### src/rtl/spi_master_engine.sv
// Full-duplex SPI shift engine with CPOL/CPHA modes and a programmable SCLK divider.
// Accepts one word per valid/ready handshake and returns the captured MISO word with a one-cycle pulse.
module spi_master_engine #(
  parameter int DATA_W = 8,
  parameter int DIV_W  = 8
) (
  input  logic              clk,
  input  logic              rst_n,
  input  logic              start_valid,
  output logic              start_ready,
  input  logic [DATA_W-1:0] tx_data,
  input  logic              cpol,
  input  logic              cpha,
  input  logic [DIV_W-1:0]  clk_div,
  output logic [DATA_W-1:0] rx_data,
  output logic              rx_valid,
  output logic              busy,
  output logic              sclk,
  output logic              mosi,
  input  logic              miso,
  output logic              ss_n
);

  typedef enum logic [1:0] {IDLE, SETUP, SHIFT, HOLD} state_t;

  localparam int EW = $clog2(2 * DATA_W + 1);
  localparam logic [EW-1:0] LAST_EDGE = EW'(2 * DATA_W - 1);

  state_t              state_q, state_d;
  logic [DIV_W-1:0]    cnt_q, cnt_d;
  logic [DIV_W-1:0]    div_q, div_d;
  logic [EW-1:0]       edge_q, edge_d;
  logic [DATA_W-1:0]   tx_sr_q, tx_sr_d;
  logic [DATA_W-1:0]   rx_sr_q, rx_sr_d;
  logic [DATA_W-1:0]   rx_data_q, rx_data_d;
  logic                cpol_q, cpol_d;
  logic                cpha_q, cpha_d;
  logic                sclk_q, sclk_d;
  logic                mosi_q, mosi_d;
  logic                ss_n_q, ss_n_d;
  logic                busy_q, busy_d;
  logic                start_ready_q, start_ready_d;
  logic                rx_valid_q, rx_valid_d;
  logic                half_done;
  logic                leading;

  assign half_done = (cnt_q == '0);
  // edge_q counts completed edges, so the upcoming edge is leading when the count is even
  assign leading   = ~edge_q[0];

  always_comb begin
    state_d       = state_q;
    cnt_d         = cnt_q;
    div_d         = div_q;
    edge_d        = edge_q;
    tx_sr_d       = tx_sr_q;
    rx_sr_d       = rx_sr_q;
    rx_data_d     = rx_data_q;
    cpol_d        = cpol_q;
    cpha_d        = cpha_q;
    sclk_d        = sclk_q;
    mosi_d        = mosi_q;
    ss_n_d        = ss_n_q;
    busy_d        = busy_q;
    start_ready_d = start_ready_q;
    rx_valid_d    = 1'b0;

    case (state_q)
      IDLE: begin
        sclk_d = cpol;
        if (start_valid && start_ready_q) begin
          state_d       = SETUP;
          cpol_d        = cpol;
          cpha_d        = cpha;
          div_d         = clk_div;
          cnt_d         = clk_div;
          edge_d        = '0;
          rx_sr_d       = '0;
          ss_n_d        = 1'b0;
          busy_d        = 1'b1;
          start_ready_d = 1'b0;
          if (!cpha) begin
            mosi_d  = tx_data[DATA_W-1];
            tx_sr_d = {tx_data[DATA_W-2:0], 1'b0};
          end else begin
            tx_sr_d = tx_data;
          end
        end
      end

      SETUP: begin
        if (half_done) begin
          state_d = SHIFT;
          cnt_d   = div_q;
        end else begin
          cnt_d = cnt_q - DIV_W'(1);
        end
      end

      SHIFT: begin
        if (half_done) begin
          cnt_d  = div_q;
          sclk_d = ~sclk_q;
          edge_d = edge_q + EW'(1);
          // Sampling edge is leading for cpha=0 and trailing for cpha=1; the other edge launches mosi
          if (leading ^ cpha_q) begin
            rx_sr_d = {rx_sr_q[DATA_W-2:0], miso};
          end else if (edge_q != LAST_EDGE) begin
            mosi_d  = tx_sr_q[DATA_W-1];
            tx_sr_d = {tx_sr_q[DATA_W-2:0], 1'b0};
          end
          if (edge_q == LAST_EDGE) begin
            state_d = HOLD;
          end
        end else begin
          cnt_d = cnt_q - DIV_W'(1);
        end
      end

      HOLD: begin
        sclk_d = cpol_q;
        if (half_done) begin
          state_d       = IDLE;
          rx_data_d     = rx_sr_q;
          rx_valid_d    = 1'b1;
          ss_n_d        = 1'b1;
          busy_d        = 1'b0;
          start_ready_d = 1'b1;
        end else begin
          cnt_d = cnt_q - DIV_W'(1);
        end
      end

      default: begin
        state_d = IDLE;
      end
    endcase
  end

  always_ff @(posedge clk or negedge rst_n) begin
    if (!rst_n) begin
      state_q       <= IDLE;
      cnt_q         <= '0;
      div_q         <= '0;
      edge_q        <= '0;
      tx_sr_q       <= '0;
      rx_sr_q       <= '0;
      rx_data_q     <= '0;
      cpol_q        <= 1'b0;
      cpha_q        <= 1'b0;
      sclk_q        <= 1'b0;
      mosi_q        <= 1'b0;
      ss_n_q        <= 1'b1;
      busy_q        <= 1'b0;
      start_ready_q <= 1'b1;
      rx_valid_q    <= 1'b0;
    end else begin
      state_q       <= state_d;
      cnt_q         <= cnt_d;
      div_q         <= div_d;
      edge_q        <= edge_d;
      tx_sr_q       <= tx_sr_d;
      rx_sr_q       <= rx_sr_d;
      rx_data_q     <= rx_data_d;
      cpol_q        <= cpol_d;
      cpha_q        <= cpha_d;
      sclk_q        <= sclk_d;
      mosi_q        <= mosi_d;
      ss_n_q        <= ss_n_d;
      busy_q        <= busy_d;
      start_ready_q <= start_ready_d;
      rx_valid_q    <= rx_valid_d;
    end
  end

  assign start_ready = start_ready_q;
  assign busy        = busy_q;
  assign rx_data     = rx_data_q;
  assign rx_valid    = rx_valid_q;
  assign sclk        = sclk_q;
  assign mosi        = mosi_q;
  assign ss_n        = ss_n_q;

endmodule
### config.mk
export PLATFORM = sky130hd
export DESIGN_NAME = spi_master_engine
export DESIGN_NICKNAME = d
export VERILOG_FILES = /design/src/rtl/spi_master_engine.sv
export SDC_FILE = /design/constraint.sdc
export NUM_CORES = 1
export LEC_CHECK = 0
export ABC_AREA = 1
export CAP_MARGIN = 20
export CORE_MARGIN = 4
export CORE_UTILIZATION = 28
export DETAILED_ROUTE_END_ITERATION = 7
export DONT_BUFFER_PORTS = 1
export PLACE_DENSITY = 0.44
export REMOVE_ABC_BUFFERS = 1
export SLEW_MARGIN = 20
export SYNTH_ARGS = -nofsm -noshare
export SYNTH_HDL_FRONTEND = slang
export SYNTH_SLANG_ARGS = --single-unit
### constraint.sdc
create_clock -name clk -period 3.4 [get_ports clk]
set_clock_uncertainty 0.2 [all_clocks]
set_input_delay 0.68 -clock clk [delete_from_list [all_inputs] [get_ports clk]]
set_output_delay 0.68 -clock clk [all_outputs]
set_load 0.005 [all_outputs]
==> reports/metrics.cfg <==
[synth]
synth_simple_gate_area_share_pct=24.3
async_flop_share_pct=100
synth_most_common_cell=nand2_1
yosysWarnings=0
synthTopCellsByCount=88 x nand2_1, 54 x o21ai_0, 53 x dfrtp_1
synth.largest_area_cell=dfrtp_1
synth_area_leaders=dfrtp_1 46%, nand2_1 11%, o21ai_0 9.4%
synthFlopType=dfrtp_1
syn_area_sq_um=2870
synth_mux_area_share_pct=0
synthAdderAreaFrac_pct=3.48
synth_edf_count=0
synth_top_family_by_area=simple AND/OR/NAND/NOR gates
synth-seq-cells=54
yosys.area.top_type_share_pct=46.2
avgSynthCellArea_sq_um=7.98
yosysSeqAreaShare_pct=47.1
syn-instance-count=360
synth_cell_types=30
synth-compound-area-share_pct=14.5
synth-xor-area-share_pct=1.83

[run_status]
status=finished, final reports clean

[route]
wl_per_cell_um=12.9
vias_per_cell=4.50
postRouteAntennaNets=0
drc=0
vias=2201
firstDrtPassIters=4
wirelength_um=6320
drt-initial-drc-count=99

[worst_setup_path]
rrSetupSlack_ns=0.90
arrival_ns=2.51
path_class=register to register
cp.depth=9
worst-path-buf-inv=3
reg2reg_depth=9
end_kind=register
timing.rr.start=state_q[0]$_DFFE_PN0P_
cp_slowest_cell=ha_1
crit_family=adder cells
critPathMaxFanout=16
crit_required_ns=3.41
cp-start-kind=register
crit_top_cell=inv_1
cpPeakStageDelay_ns=0.53
critPathLaunch=state_q[0]$_DFFE_PN0P_
critical_path.cell_chain=inv_1 -> ha_1 -> inv_1 -> a21oi_1 -> inv_1 -> nand2_2 -> a21oi_1 -> nand2_1 -> nand2_1
worstReg2RegEnd=cnt_q[1]$_DFFE_PN0P_
endpoint=cnt_q[1]$_DFFE_PN0P_

[clock_network]
clockRootBuffer=clkbuf_8
cts_tree=yes
htreeDepth=2
cts_buffers=5
worst_skew_pair.late_latency_ns=0.31
ctsResizeCount=0
cts_sinks=54
clockBufferDepth=2
clkSlewWorstSetupHoldPaths_ns=0.11

[grt]
track_usage_pct=11.8
overflow=0
antenna_found_initial=0
grt_pass1_wl_um=11200
grt_pass1_vias=2236
grt_start_max_net_pins=55

[hold_path]
min_path_type=primary input to asynchronous set/reset pin

[timing]
slew_violations=0
slew_headroom_pct=54.3
rsz0062_at_grt=false
tightest_slew_ns=0.684
period_needed_ns=2.50
fin_crit_sh_pct=73.5
setup_violations=0
timing.setup.tns_ns=0
hold_viol=0
timing.fmax_mhz=400

[placed_design]
port_buffers=0
dpl.cell_count=480
gp_congestion=0.749
dpl_cell_area_sq_um=2970
hpwl_um=4450

[finish]
fin_area_sq_um=3090
areaGrowthSynthToFinish_pct=7.58
fin_cells=489
multi_input_area_sq_um=1270
num_antenna_cells=0
fillers=1072
nets=385
final_layout_size_suffix_gt1_share_pct=8.43
utilization_pct=31.3
regArea_sq_um=1350

[die]
die_area_sq_um=11900
start_util_pct=29.1
die_w_um=109
core_area_sq_um=9860
die_h_um=109
fp-row-count=36
ios=36

[job]
maxCapViolCount=0

[power_and_ir_drop]
power_mw=1.07
leakage_nw=1.51
power-per-cell-area_nw_per_um2=348
ir_drop_mv=0.135

## power by group
group          leakage [nW]  internal, mW  total (mW)  switching [mW]
clock network        0.0506         0.155       0.396           0.241
logic                 0.764       0.00994      0.0346          0.0247
registers             0.697         0.643       0.643        0.000717
total                  1.51         0.807        1.07           0.267
## metal layers
layer	wire length, um	global-route usage (%)	vias up	part of all wire (%)
li1	-	-	1142	-
met3	270	2.64	9	4.3
met2	2720	17.5	44	43
met1	3230	17.1	1006	51
met4	99	3.56	0	1.6
met5	0	0	-	0
## worst min path at each step
stage	from	to	slack [ns]	depth (start not counted)
after floorplan	rst_n	busy$_DFFE_PN0P_	0.18	0
after global placement	rst_n	cnt_q[1]$_DFFE_PN0P_	0.19	0
after detailed placement	rst_n	cnt_q[0]$_DFFE_PN0P_	0.19	0
after CTS	rst_n	rx_data[7]$_DFFE_PN0P_	0.01	1
after global routing	rst_n	rx_data[7]$_DFFE_PN0P_	0.01	1
final	rst_n	rx_data[7]$_DFFE_PN0P_	0.01	1
## state kept, by name, indices dropped and copies added, names as in the netlist, 2 cells and up
signal   flops
edge_q       5
cnt_q        8
rx_sr_q      8
rx_data      8
div_q        8
tx_sr_q      8
state_q      2
## cell usage in the layout, fill, tap and decap left out, types with 5 or more instances in the layout
master    netlist  layout
nand2_1        88      88
o21ai_0        54      54
dfrtp_1        53      53
inv_1          43      43
nand3_1        25      25
nor2_1         22      22
a21oi_1        19      19
ha_1            8       8
clkbuf_8        0       5
## final cells by class
type,instances,area share (%)
inverters,45,5.51
clock buffers,5,2.23
multi-input cells,247,41.1
flip-flops and latches,54,43.8
clock inverters,3,0.931
well taps,133,5.38
repair buffers,2,1.13
## cells by family (layout without fill, tap and decap cells)
| kind of cell | count (synthesis) | after routing |
|---|---|---|
| compound gates | 80 | 80 |
| xor+xnor | 6 | 6 |
| flops | 54 | 54 |
| fa+ha+maj | 8 | 8 |
| simple gates | 153 | 153 |
| buf+inv | 59 | 55 |
## stage by stage
stage / setup slack, ns / hold slack, ns
floorplan: 1.24 / 0.184
global placement: 0.974 / 0.186
detailed placement: 0.909 / 0.187
CTS: 0.865 / 0.0119
global route: 0.555 / 0.0135
finish: 0.901 / 0.0143
## repair_timing
action	4_1_cts	5_1_grt
hold buffers	1	0
endpoints found under the setup margin	0	0
hold endpoints to repair	54	0
setup buffers	0	0
No activity file was read; power rests on OpenSTA's default activity.
